==> src/rtl/regfile_wb_arbiter_if.sv <==
// Signal bundle shared by the two writeback requesters, the issue-side
// scoreboard hook and the registered regfile write port.
interface regfile_wb_arbiter_if;
    logic        i_r0_valid;
    logic [4:0]  i_r0_addr;
    logic [31:0] i_r0_data;
    logic        o_r0_ready;

    logic        i_r1_valid;
    logic [4:0]  i_r1_addr;
    logic [31:0] i_r1_data;
    logic        o_r1_ready;

    logic        i_issue_valid;
    logic [4:0]  i_issue_addr;

    logic        o_rd_wren;
    logic [4:0]  o_rd_addr;
    logic [31:0] o_rd_data;
    logic [31:0] o_pending;

    // The requester/issue side drives requests and observes grants and the write port.
    modport master (
        output i_r0_valid, i_r0_addr, i_r0_data,
        output i_r1_valid, i_r1_addr, i_r1_data,
        output i_issue_valid, i_issue_addr,
        input  o_r0_ready, o_r1_ready,
        input  o_rd_wren, o_rd_addr, o_rd_data, o_pending
    );

    // The arbiter consumes requests and produces grants, the write port and the scoreboard.
    modport slave (
        input  i_r0_valid, i_r0_addr, i_r0_data,
        input  i_r1_valid, i_r1_addr, i_r1_data,
        input  i_issue_valid, i_issue_addr,
        output o_r0_ready, o_r1_ready,
        output o_rd_wren, o_rd_addr, o_rd_data, o_pending
    );
endinterface

==> src/rtl/regfile_wb_arbiter.sv <==
// Write-port arbiter for the 32x32 regfile. Requester 0 (single-cycle pipe)
// has fixed priority; requester 1 (multi-cycle unit) is forced through after
// STARVE_LIMIT consecutive refusals. The winning write is registered onto the
// regfile write port, and a scoreboard tracks registers awaiting requester 1.
module regfile_wb_arbiter #(
    parameter int STARVE_LIMIT = 4
) (
    input  logic i_clk,
    input  logic i_reset_n,
    regfile_wb_arbiter_if.slave bus
);
    localparam logic [3:0] LIMIT = 4'(STARVE_LIMIT);

    logic [3:0]  r_starve;
    logic        r_src;
    logic        r_rdWren;
    logic [4:0]  r_rdAddr;
    logic [31:0] r_rdData;
    logic [31:0] r_pending;

    logic        w_force;
    logic        w_r0Ready;
    logic        w_r1Ready;
    logic        w_transfer;
    logic [4:0]  w_winAddr;
    logic [31:0] w_winData;
    logic [31:0] w_setMask;
    logic [31:0] w_clrMask;

    // Grant decision: requester 0 wins unless requester 1 has hit the starvation limit.
    // Both grants are held low while reset is asserted so nothing is accepted then.
    always_comb begin
        w_force    = bus.i_r1_valid & (r_starve == LIMIT);
        w_r0Ready  = i_reset_n & bus.i_r0_valid & ~w_force;
        w_r1Ready  = i_reset_n & bus.i_r1_valid & (w_force | ~bus.i_r0_valid);
        w_transfer = w_r0Ready | w_r1Ready;
        w_winAddr  = w_r1Ready ? bus.i_r1_addr : bus.i_r0_addr;
        w_winData  = w_r1Ready ? bus.i_r1_data : bus.i_r0_data;
    end

    // Scoreboard edits for this edge: a requester-1 commit on the write port clears
    // its bit, a new issue sets one; the set is OR-ed in last so it wins a collision.
    always_comb begin
        w_clrMask = '0;
        w_setMask = '0;
        if (r_rdWren && r_src) begin
            w_clrMask[r_rdAddr] = 1'b1;
        end
        if (bus.i_issue_valid && (bus.i_issue_addr != 5'd0)) begin
            w_setMask[bus.i_issue_addr] = 1'b1;
        end
    end

    // Count consecutive refusals of requester 1; any accept or idle cycle restarts it.
    always_ff @(posedge i_clk or negedge i_reset_n) begin
        if (!i_reset_n) begin
            r_starve <= 4'd0;
        end else if (w_r1Ready || !bus.i_r1_valid) begin
            r_starve <= 4'd0;
        end else begin
            r_starve <= r_starve + 4'd1;
        end
    end

    // Register the winning write; x0 writes are consumed but never enable the regfile,
    // and address/data hold when nothing is accepted.
    always_ff @(posedge i_clk or negedge i_reset_n) begin
        if (!i_reset_n) begin
            r_rdWren <= 1'b0;
            r_rdAddr <= 5'd0;
            r_rdData <= 32'd0;
            r_src    <= 1'b0;
        end else if (w_transfer) begin
            r_rdWren <= (w_winAddr != 5'd0);
            r_rdAddr <= w_winAddr;
            r_rdData <= w_winData;
            r_src    <= w_r1Ready;
        end else begin
            r_rdWren <= 1'b0;
        end
    end

    // Pending-destination bits; register 0 can never be pending.
    always_ff @(posedge i_clk or negedge i_reset_n) begin
        if (!i_reset_n) begin
            r_pending <= 32'd0;
        end else begin
            r_pending <= ((r_pending & ~w_clrMask) | w_setMask) & 32'hFFFF_FFFE;
        end
    end

    assign bus.o_r0_ready = w_r0Ready;
    assign bus.o_r1_ready = w_r1Ready;
    assign bus.o_rd_wren  = r_rdWren;
    assign bus.o_rd_addr  = r_rdAddr;
    assign bus.o_rd_data  = r_rdData;
    assign bus.o_pending  = r_pending;
endmodule

==> src/flat_wrapper.sv <==
// flat-port wrapper written by rule: the top's interface ports become plain ports
module regfile_wb_arbiter_flat 
#(
    parameter int STARVE_LIMIT = 4
)
  (i_clk, i_reset_n, bus_i_r0_valid, bus_i_r0_addr, bus_i_r0_data, bus_i_r1_valid, bus_i_r1_addr, bus_i_r1_data, bus_i_issue_valid, bus_i_issue_addr, bus_o_r0_ready, bus_o_r1_ready, bus_o_rd_wren, bus_o_rd_addr, bus_o_rd_data, bus_o_pending);
  regfile_wb_arbiter_if bus_i ();
  input  logic i_clk;
  input  logic i_reset_n;
  input wire logic [$bits(bus_i.i_r0_valid)-1:0] bus_i_r0_valid;
  input wire logic [$bits(bus_i.i_r0_addr)-1:0] bus_i_r0_addr;
  input wire logic [$bits(bus_i.i_r0_data)-1:0] bus_i_r0_data;
  input wire logic [$bits(bus_i.i_r1_valid)-1:0] bus_i_r1_valid;
  input wire logic [$bits(bus_i.i_r1_addr)-1:0] bus_i_r1_addr;
  input wire logic [$bits(bus_i.i_r1_data)-1:0] bus_i_r1_data;
  input wire logic [$bits(bus_i.i_issue_valid)-1:0] bus_i_issue_valid;
  input wire logic [$bits(bus_i.i_issue_addr)-1:0] bus_i_issue_addr;
  output wire logic [$bits(bus_i.o_r0_ready)-1:0] bus_o_r0_ready;
  output wire logic [$bits(bus_i.o_r1_ready)-1:0] bus_o_r1_ready;
  output wire logic [$bits(bus_i.o_rd_wren)-1:0] bus_o_rd_wren;
  output wire logic [$bits(bus_i.o_rd_addr)-1:0] bus_o_rd_addr;
  output wire logic [$bits(bus_i.o_rd_data)-1:0] bus_o_rd_data;
  output wire logic [$bits(bus_i.o_pending)-1:0] bus_o_pending;
  assign bus_i.i_r0_valid = bus_i_r0_valid;
  assign bus_i.i_r0_addr = bus_i_r0_addr;
  assign bus_i.i_r0_data = bus_i_r0_data;
  assign bus_i.i_r1_valid = bus_i_r1_valid;
  assign bus_i.i_r1_addr = bus_i_r1_addr;
  assign bus_i.i_r1_data = bus_i_r1_data;
  assign bus_i.i_issue_valid = bus_i_issue_valid;
  assign bus_i.i_issue_addr = bus_i_issue_addr;
  assign bus_o_r0_ready = bus_i.o_r0_ready;
  assign bus_o_r1_ready = bus_i.o_r1_ready;
  assign bus_o_rd_wren = bus_i.o_rd_wren;
  assign bus_o_rd_addr = bus_i.o_rd_addr;
  assign bus_o_rd_data = bus_i.o_rd_data;
  assign bus_o_pending = bus_i.o_pending;
  regfile_wb_arbiter #(.STARVE_LIMIT(STARVE_LIMIT)) u_core (.i_clk(i_clk), .i_reset_n(i_reset_n), .bus(bus_i));
endmodule
==> config.mk <==
export PLATFORM = sky130hd
export DESIGN_NAME = regfile_wb_arbiter_flat
export DESIGN_NICKNAME = d
export VERILOG_FILES = /design/src/rtl/regfile_wb_arbiter_if.sv /design/src/rtl/regfile_wb_arbiter.sv /design/src/flat_wrapper.sv
export SDC_FILE = /design/constraint.sdc
export NUM_CORES = 1
export LEC_CHECK = 0
export CORE_MARGIN = 2
export CORE_UTILIZATION = 44
export DETAILED_ROUTE_END_ITERATION = 8
export PLACE_DENSITY = 0.86
export SETUP_SLACK_MARGIN = 0.1
export SYNTH_ARGS = -nofsm -noshare
export SYNTH_HDL_FRONTEND = slang
export SYNTH_SLANG_ARGS = --single-unit
==> constraint.sdc <==
create_clock -name i_clk -period 3.6 [get_ports i_clk]
set_input_delay 0.36 -clock i_clk [delete_from_list [all_inputs] [get_ports i_clk]]
set_output_delay 0.36 -clock i_clk [all_outputs]
set_load 0.05 [all_outputs]
======== Yosys cells after proc, flatten, opt, wreduce, memory -nomap -nowiden ========
Cells that the tools add are included.
storage, ports and cells
  register bits ........................... 74
  bits of input ports ..................... 84
  logic and storage cells ................. 42
operators by class
  add/sub/neg operators ................... 1
  magnitude comparators ................... 4
  eq/ne operators ......................... 1
  muxes and demuxes ....................... 10
  bitwise gates (word level) .............. 12
  reductions and logical operators ........ 8
operators with widths
  cell                                                                number
  2-to-1 mux 32 bit                                                   3
  AND 32 bit                                                          1
  NOT 32 bit                                                          1
  OR 32 bit                                                           1
  less-than comparator 5 x 6 -> 1 bit (second input constant)         2
  demux 1 bit (select 5 bit)                                          2
  greater-or-equal comparator 5 x 1 -> 1 bit (second input constant)  2
  nonzero test 5 bit                                                  2
  AND 1 bit                                                           5
  2-to-1 mux 5 bit                                                    1
  adder 4 x 1 -> 4 bit (second input constant)                        1
  == test 4 x 3 -> 1 bit (second input constant)                      1
  logical AND 1 bit                                                   4
  2-to-1 mux 4 bit                                                    1
  2-to-1 mux 1 bit                                                    3
  NOT 1 bit                                                           2
  OR 1 bit                                                            2
  logical NOT 1 bit                                                   1
  logical OR 1 bit                                                    1

======== Depth between registers and ports, before layout ========
  depth after elaboration ................. 8
  depth in mapped cells ................... 7
  mapped depth without buffers ............ 5

======== Least setup slack after synthesis ========
Ideal clock, no wire load.
  path kind ............................... reg2out
  start point ............................. register u_core.r_starve[0]
  end point ............................... output bus_o_r1_ready
  data arrival time ....................... 1.342 ns
  data required time ...................... 3.240 ns
  setup slack ............................. 1.898 ns
  stages on the path, launching flop included .. 6
  buffers on the path ..................... 1
  cell sequence ........................... dfrtp_1 inv_1 ha_1 nand3b_4 a21boi_2 buf_2
on the way
  cells in the longest elaborated chain, start to end .. 4
RTL lines
  item                    RTL line                  RTL
  from (decl)             regfile_wb_arbiter.sv:14  logic [3:0] r_starve;
  from (signal assigned)  regfile_wb_arbiter.sv:61  r_starve <= r_starve + 4'd1;
  == test 4 x 3 -> 1 bit  regfile_wb_arbiter.sv:33  w_force = bus.i_r1_valid & (r_starve == LIMIT);
  AND 1 bit               regfile_wb_arbiter.sv:33
  OR 1 bit                regfile_wb_arbiter.sv:35  w_r1Ready = i_reset_n & bus.i_r1_valid & (w_force | ~bus.i_r0_valid);
  AND 1 bit               regfile_wb_arbiter.sv:35
  to (decl)               flat_wrapper.sv:19        output wire logic [$bits(bus_i.o_r1_ready)-1:0] bus_o_r1_ready;
Every way passes these cells.

======== Final worst setup path ========
  start point ............................. input i_reset_n
  end point ............................... output bus_o_r1_ready
on the way
  cells in the longest elaborated chain, start to end .. 2
RTL lines
  item                    RTL line                  RTL
  from (decl)             flat_wrapper.sv:9         input logic i_reset_n;
  AND 1 bit (2 in a row)  regfile_wb_arbiter.sv:35
Every way passes these cells.

==> reports/metrics.yaml <==
die_w_um: 89.9
synth_compound_area_frac: 0.237
grt_pass1_vias: 3080
tns_ns: 0
period_share: 0.788
r2r_cells: 6
post-route-min-period_ns: 2.84
antenna_found_initial: 0
rr_endpoint: "u_core.bus.o_rd_data[14]$_DFFE_PN0P_"
antenna_cells: 0
die_h_um: 89.9
grt_pass1_wl_um: 15700
rsz0062_at_grt: "false"
cts_root_buffer: "clkbuf_8"
clock_skew_ns: 0.00972
synth_top_family_by_area: "compound AO/OA/AOI/OAI gates"
ys_seq_elements: 74
cts_setup_buffers: 0
avgSynthCellArea_um2: 11.8
fmax_mhz: 353
dpl-instance-area_um2: 4850
hpwl_um: 7010
syn_to_final_growth_pct: 56.1
crit_required_ns: 3.24
drt_iter0_drc: 167
cts-resized-gates: 0
powerDensity_nw_per_um2: 597
muxShareOfSynthArea: 0.00308
synth-simple-area-share: 0.143
die-area_um2: 8080
synth_nets: 360
clkTransAtPathRegs_ns: 0.08
reg2reg_from: "u_core.r_starve[0]$_DFF_PN0_"
core_area_um2: 7210
clockBufferDepth: 2
initial_core_util: 0.450
crit_type: "in -> out"
setup_viol: 0
pin_count: 156
vias: 3039
final_util: 0.703
reg2reg_slack_ns: 1.72
ir_drop_mv: 0.220
numClockSinks: 74
hold_viol_final: 0
yosys_warnings: 0
avgViaCountPerCell: 5.69
worst_ep_arrival_time_ns: 2.48
design_area_um2: 5070
synthFlopType: "dfrtp_1"
cts_tree: "done"
avgRoutedWirePerCell_um: 18.1
synth_adder_area_share: 0.00771
fin_nets: 516
dp.cells: 517
p_leak_uw: 0.00199
hold_class: "in -> async"
drive_gt1_frac: 0.0736
synthXorXnorAreaFrac: 0.00539
syn_inst: 274
port_buffers: 154
grt_max_degree: 51
worst_setup_path_start_kind: "input port"
grt_use_total: 0.243
rows: 31
cp_max_fo: 33
maxSlewViolCount: 0
synth.cell_area_um2: 3250
fin_cells: 534
drt_first_pass_iters: 4
run_status: "completed"
yosysSeqAreaShare: 0.570
drc: 0
tightestPinTransition_ns: 0.630
overflow: 0
cp-end-kind: "primary output"
cap_viol_max_count: 0
ant_nets: 0
place_congestion: 0.844
slew_headroom: 0.580
cts_buffers: 9
wl_um: 9660
whs_ns: 0.487
cts_htree_levels: 3
async_reset_ff_frac: 1.00
final_common_cell: "clkdlybuf4s50_1"
mostFrequentLayoutCells: "152 x clkdlybuf4s50_1, 74 x dfrtp_1, 62 x o21ai_0"
insertion_delay_ns: 0.35
synth.distinct_cells: 33
synth_edf_count: 0
area by class of cell:
class                      count  area, µm²
fill                         541       2150
clock buffer                  11        151
clock inverter                 5       52.6
multi-input combinational    183       1300
inverter                       3       11.3
timing repair buffer         159       1580
tap                           99        124
sequential                    74       1850
worst max-delay path, stage by stage:
cell and delay [ns]:
dlygate4sd3_1 0.53, buf_4 0.35, and2_1 0.21, a21boi_4 0.18, clkdlybuf4s50_1 0.83
power by group:
group	internal (µW)	switching, µW	leakage [µW]
clock network	354	301	0.000105
registers	993	110	0.000836
logic	459	807	0.00105
total	1810	1220	0.00199
registers in the layout, indices dropped and copies added (netlist names):
signal and count:
u_core.bus.o_rd_addr 5, u_core.bus.o_rd_data 32, u_core.bus.o_rd_wren 1, u_core.r_src 1, u_core.bus.o_pending 31, u_core.r_starve 4
Yosys cell counts (2+ instances only):
| master | n | area share |
|---|---|---|
| a221o_1 | 37 | 0.11 |
| and2_1 | 33 | 0.064 |
| buf_2 | 6 | 0.0092 |
| buf_6 | 4 | 0.014 |
| clkbuf_1 | 3 | 0.0035 |
| dfrtp_1 | 74 | 0.57 |
| ha_1 | 2 | 0.0077 |
| inv_1 | 2 | 0.0023 |
| nand3_1 | 4 | 0.0062 |
| nand3b_1 | 8 | 0.018 |
| nand4b_1 | 2 | 0.0054 |
| nor2_1 | 4 | 0.0046 |
| nor3_1 | 3 | 0.0046 |
| o2111a_1 | 5 | 0.017 |
| o21ai_0 | 62 | 0.096 |
| or3_1 | 2 | 0.0039 |
| or3b_2 | 6 | 0.016 |
| or4_1 | 2 | 0.0046 |
per-layer routing:
layer | global-route usage | wire length (µm) | vias up
li1 | - | - | 1361
met4 | 0.0974 | 222 | 0
met3 | 0.0595 | 831 | 19
met2 | 0.415 | 4700 | 172
met1 | 0.298 | 3910 | 1487
met5 | 0 | 0 | -
how the worst max path moves through the flow:
stage	start	endpoint	slack, ns	cells past startpoint
final	i_reset_n	bus_o_r1_ready	0.76	5
after detailed placement	bus_i_r1_valid	bus_o_r1_ready	1.17	4
after CTS	i_reset_n	bus_o_r1_ready	0.74	5
after global routing	i_reset_n	bus_o_r1_ready	0.67	5
after floorplan	u_core.r_starve[0]$_DFF_PN0_	bus_o_r1_ready	1.90	5
after global placement	bus_i_r1_valid	bus_o_r1_ready	1.20	4
cell families (layout without fill, tap and decap cells):
logic type | after synthesis | count (layout)
muxes | 1 | 1
DFF | 74 | 74
and+or+nand+nor | 69 | 69
AOI/OAI and AO/OA | 108 | 108
xor gates and xnor gates | 2 | 2
buffers and inverters | 17 | 178
other | 1 | 1
adders and majority gates | 2 | 2
stage by stage:
| stage | setup WS, ns | power (µW) |
|---|---|---|
| 2_1_floorplan | 1.90 | 1860 |
| 3_3_place_gp | 1.20 | 2350 |
| 3_5_place_dp | 1.17 | 2390 |
| 4_1_cts | 0.744 | 3040 |
| 5_1_grt | 0.674 | 3140 |
| 6_report | 0.764 | 3020 |
what timing repair did:
| action | 4_1_cts | 5_1_grt |
|---|---|---|
| setup endpoints to repair | 0 | 0 |
| hold endpoints to repair | 24 | 0 |
| hold buffers | 1 | 0 |
Note: power is estimated with default switching activity, not from simulation.
